$ cat src/rtl/digit_sweep_ctrl.sv
// -----------------------------------------------------------------------------
// digit_sweep_ctrl
//
// Purpose:
//   Self-running sequencer that sits in front of the digit-processing datapath
//   and drives it through one full exhaustive sweep.
//
//   While running, it does two things at once:
//   - It streams the captured 32-bit operand word into X, one hex digit per
//     clock. Leading-zero digits are skipped and the stream recirculates.
//   - It steps the address A through 0..31 and the control pair {S,I} through
//     00, 01, 10, 11. Each {A,S,I} combination is held for HOLD clocks.
//
//   A full sweep takes 128*HOLD RUN edges. It ends with a one-cycle done pulse.
//
// Parameters:
//   HOLD     - clocks each {A,S,I} combination is held (legal range 2..256).
//
// Ports:
//   Clk      in   1   system clock, rising-edge active
//   Rst_n    in   1   asynchronous active-low reset
//   start    in   1   begin a sweep; sampled only in IDLE
//   abort    in   1   synchronous cancel back to IDLE, outputs frozen
//   pause    in   1   (only when DSC_PAUSE_EN is defined) freeze RUN progress
//   word_in  in  32   operand word, captured on an accepted start
//   A        out  5   datapath address (registered)
//   S        out  1   datapath select (registered)
//   I        out  1   datapath input bit (registered)
//   X        out 32   digit-accumulating operand (registered)
//   busy     out  1   high while in RUN
//   done     out  1   one-cycle pulse at sweep completion
//
// Configuration:
//   DSC_PAUSE_EN - when defined, adds the pause input. While pause is high
//                  in RUN, all sweep and stream state freezes.
// -----------------------------------------------------------------------------
`timescale 1ns/1ps

module digit_sweep_ctrl #(
  parameter int HOLD = 8
) (
  input  logic        Clk,
  input  logic        Rst_n,
  input  logic        start,
  input  logic        abort,
`ifdef DSC_PAUSE_EN
  input  logic        pause,
`endif
  input  logic [31:0] word_in,
  output logic [4:0]  A,
  output logic        S,
  output logic        I,
  output logic [31:0] X,
  output logic        busy,
  output logic        done
);

  localparam int HW = (HOLD > 1) ? $clog2(HOLD) : 1;
  localparam logic [HW-1:0] HOLD_LAST = HW'(HOLD - 1);

  typedef enum logic [1:0] {
    IDLE = 2'd0,
    RUN  = 2'd1,
    DONE = 2'd2
  } state_t;

  state_t         state;
  logic [31:0]    word_reg;
  logic [31:0]    rem;
  logic [HW-1:0]  hold_cnt;
  logic           frozen;

  // A paused RUN cycle advances nothing. Without the pause feature,
  // RUN moves forward on every edge.
`ifdef DSC_PAUSE_EN
  assign frozen = pause;
`else
  assign frozen = 1'b0;
`endif

  // Single sequencer process.
  // abort is checked first so that it outranks both start and completion.
  // The last sweep step does not advance A/S/I. That leaves the final
  // combination (31,1,1) on the outputs through DONE and IDLE.
  always_ff @(posedge Clk or negedge Rst_n) begin
    if (!Rst_n) begin
      state    <= IDLE;
      A        <= 5'd0;
      S        <= 1'b0;
      I        <= 1'b0;
      X        <= 32'd0;
      busy     <= 1'b0;
      done     <= 1'b0;
      word_reg <= 32'd0;
      rem      <= 32'd0;
      hold_cnt <= '0;
    end else if (abort) begin
      state <= IDLE;
      busy  <= 1'b0;
      done  <= 1'b0;
    end else begin
      case (state)
        IDLE: begin
          if (start) begin
            word_reg <= word_in;
            rem      <= word_in;
            X        <= 32'd0;
            A        <= 5'd0;
            S        <= 1'b0;
            I        <= 1'b0;
            hold_cnt <= '0;
            busy     <= 1'b1;
            state    <= RUN;
          end
        end

        RUN: begin
          if (!frozen) begin
            X <= {X[27:0], rem[3:0]};
            // Reload when only the last significant digit remains.
            // This skips the word's leading zeros.
            if (rem[31:4] == 28'd0) begin
              rem <= word_reg;
            end else begin
              rem <= {4'h0, rem[31:4]};
            end

            if (hold_cnt == HOLD_LAST) begin
              hold_cnt <= '0;
              if ((A == 5'd31) && S && I) begin
                state <= DONE;
                done  <= 1'b1;
                busy  <= 1'b0;
              end else begin
                {S, I} <= {S, I} + 2'd1;
                if (S && I) begin
                  A <= A + 5'd1;
                end
              end
            end else begin
              hold_cnt <= hold_cnt + 1'b1;
            end
          end
        end

        DONE: begin
          done  <= 1'b0;
          state <= IDLE;
        end

        default: begin
          state <= IDLE;
          busy  <= 1'b0;
          done  <= 1'b0;
        end
      endcase
    end
  end

endmodule

$ cat config.mk
export PLATFORM = sky130hd
export DESIGN_NAME = digit_sweep_ctrl
export DESIGN_NICKNAME = d
export VERILOG_FILES = /design/src/rtl/digit_sweep_ctrl.sv
export SDC_FILE = /design/constraint.sdc
export NUM_CORES = 1
export LEC_CHECK = 0
export ABC_AREA = 1
export CAP_MARGIN = 20
export CORE_ASPECT_RATIO = 1.1
export CORE_MARGIN = 4
export CORE_UTILIZATION = 45
export CTS_BUF_LIST = sky130_fd_sc_hd__clkbuf_4
export CTS_CLUSTER_SIZE = 12
export DETAILED_ROUTE_END_ITERATION = 16
export PLACE_DENSITY_LB_ADDON = 0.3
export SYNTH_ARGS = -nofsm -noshare
export SYNTH_HDL_FRONTEND = slang
export SYNTH_SLANG_ARGS = --single-unit
$ cat constraint.sdc
create_clock -name Clk -period 3.8 [get_ports Clk]
set_input_delay 0.38 -clock Clk [delete_from_list [all_inputs] [get_ports Clk]]
set_output_delay 0.38 -clock Clk [all_outputs]
set_load 0.03 [all_outputs]
==> reports/results.txt <==
DR DRC count -> 0
DP Wirelength -> 7.96 mm
PnR worst setup slack -> 1720 ps
initial drt markers -> 302
Critical Path Sink Type -> flop
Seq/Total Area, Yosys -> 0.519
RR Startpoint -> state[0]
R2R cell count -> 6
Slew HR -> 0.290
CORE AREA -> 11500 um2
Die Ht -> 122 um
Filler cells -> 1108
WL per Instance -> 14.6 um
clock period minus worst slack -> 2080 ps
Mapped Area -> 5300 um2
# Max-Cap Violations -> 0
Total Routing Usage GR -> 0.188
I/O Buffers -> 76
syn_nets -> 670
required time worst endpoint -> 4190 ps
number of CTS-inserted buffers -> 9
worst setup path class -> flop to flop
Hold Crit Class -> input pin to asynchronous set/reset pin
first-pass GRT wire length -> 21.0 mm
Worst Max-Slew Pin Slew -> 1070 ps
Starting Density -> 0.462
Reg2Reg Capture Point -> A[0]
final worst path period share -> 0.548
io pins -> 77
Setup WS pre-CTS -> 1580 ps
Async S/R FF share, synth -> 1.00
post-synth top area share -> 0.519
Worst Setup Start Kind -> flop
Via Count -> 4436
grt ovf -> 0
most frequent cells after synthesis -> dfrtp_1, a21oi_1, inv_1, nand3_1, nor2_1
Layout Utilization -> 0.543
WHS -> 477 ps
largest net degree at the start of global routing -> 82
Synth area leader -> dfrtp_1
maximum vdd drop -> 169 uV
vias in the first global route -> 4416
placed inst area -> 6080 um2
layout cell share with drive strength beyond 1 -> 0.0757
Clock Skew -> 11.0 ps
status -> completed
Clock Tree Root -> clkbuf_4
post-layout net count -> 723
RSZ-0062 raised after global routing -> no
Synth Instances -> 629
Via density -> 5.29
clk buf depth -> 2
Worst-path clk slew -> 180 ps
final wirelength -> 12.2 mm
count leader, synth -> dfrtp_1
Post-synth EDFFs -> 0
Seq cells post-synth -> 110
Area growth syn-to-layout -> 17.7%
Pwr Density -> 425 nW/um2
setup bufs post-CTS -> 0
Die W -> 112 um
CP max FO -> 59
CTS H-tree depth -> 3
P_leak -> 0.00275 uW
worst setup path endpoint -> A[0]
Clock Sinks -> 110
hold violation count in the final report -> 0
Netlist cell types -> 27
die area -> 13600 um2
Synth Area per Inst -> 8.43 um2
gp weighted congestion -> 0.801
Ys Warns -> 0
worst skew pair latency -> 470 ps
Main synth FF type -> dfrtp_1
# setup viols final -> 0
Fin Setup TNS -> 0 ps
R2R setup slack -> 1720 ps
Worst Path Arrival -> 2470 ps
Routed Antenna Nets -> 0
CTS tree -> built
initial antenna violation count -> 0
Fmax achieved -> 481 MHz
Max Slew Vio Count -> 0
# rows -> 41
start point of the critical path -> state[0]
TritonRoute pass-1 iters -> 5
design area -> 6240 um2
Synth area leaders -> dfrtp_1, a21oi_1, nand3_1
[final cells by class]
class	count	area, um2	area share
flip-flops and latches	110	2750	0.441
multi-input cells	397	2020	0.324
repair buffers	82	818	0.131
diodes	1	2.50	0.000401
clock buffers	9	67.6	0.0108
clock inverters	7	83.8	0.0134
well taps	150	188	0.0301
inverters	82	308	0.0493
[where the power goes]
part           switching [uW]  internal [uW]  total [uW]
Combinational             363            228         590
Sequential                101           1330        1430
Clock                     415            215         630
[worst min-delay path by stage]
stage | from | end | slack, ps | cells after the start
final | Rst_n | X[10] | 480 | 2
after global routing | word_in[19] | word_reg[19] | 490 | 3
after CTS | word_in[7] | word_reg[7] | 470 | 3
after detailed placement | X[29] | X[29] | 470 | 2
after global placement | X[30] | X[30] | 460 | 2
after floorplan | Rst_n | A[0] | 80 | 0
[what timing repair did]
| action | 4_1_cts | 5_1_grt |
|---|---|---|
| hold endpoints to repair | 57 | 0 |
| resized for setup | 0 | 0 |
| hold buffers | 1 | 0 |
[placed cells by master, fill, tap and decap left out]
cell and n:
nand3_1 77, nand2_2 4, clkbuf_4 9, clkdlybuf4s50_1 75
a22oi_1 4, buf_12 1, nor2_4 1, dlygate4sd3_1 1
a21oi_2 10, nand3b_1 2, inv_8 1, nor2_2 5
o21ai_4 1, o21ai_0 40, diode_2 1, o31ai_1 15
mux2_2 4, nand3b_2 1, inv_6 4, inv_2 4
bufinv_16 1, o21a_1 1, ha_1 5, inv_1 78
nor2_1 74, o41ai_1 1, o21ai_1 15, clkinvlp_4 1
buf_4 5, dfrtp_1 110, xor2_1 1, a21oi_1 81
nand2_1 55
[stage by stage]
| step | power [uW] | cells |
|---|---|---|
| 2_1_floorplan | 1830 | 629 |
| 5_1_grt | 2810 | 837 |
| 3_3_place_gp | 2020 | 820 |
| 6_report | 2660 | 838 |
| 3_5_place_dp | 2050 | 820 |
| 4_1_cts | 2680 | 837 |
[cell families after synthesis]
group	Yosys count	synth area share
adders and majority gates	5	0.0118
AOI/OAI and AO/OA	168	0.178
and+or+nand+nor	219	0.181
buffers and inverters	122	0.100
DFF	110	0.519
xor gates and xnor gates	1	0.00165
muxes	4	0.00849
[worst max-delay path, cell delays in order, from the launching register on]
cell	delay [ps]
dfrtp_1	500
nand2_2	90
inv_2	750
nand2_1	160
nand3b_2	220
inv_2	60
o21a_1	160
[routing by layer]
layer / part of all wire / vias up / GRT usage
met1: 0.46 / 2156 / 0.258
met4: 0.015 / 0 / 0.0677
met3: 0.040 / 11 / 0.0248
li1: - / 2172 / -
met5: 0 / - / 0
met2: 0.49 / 97 / 0.310
Power figures use the tool's default switching activity.
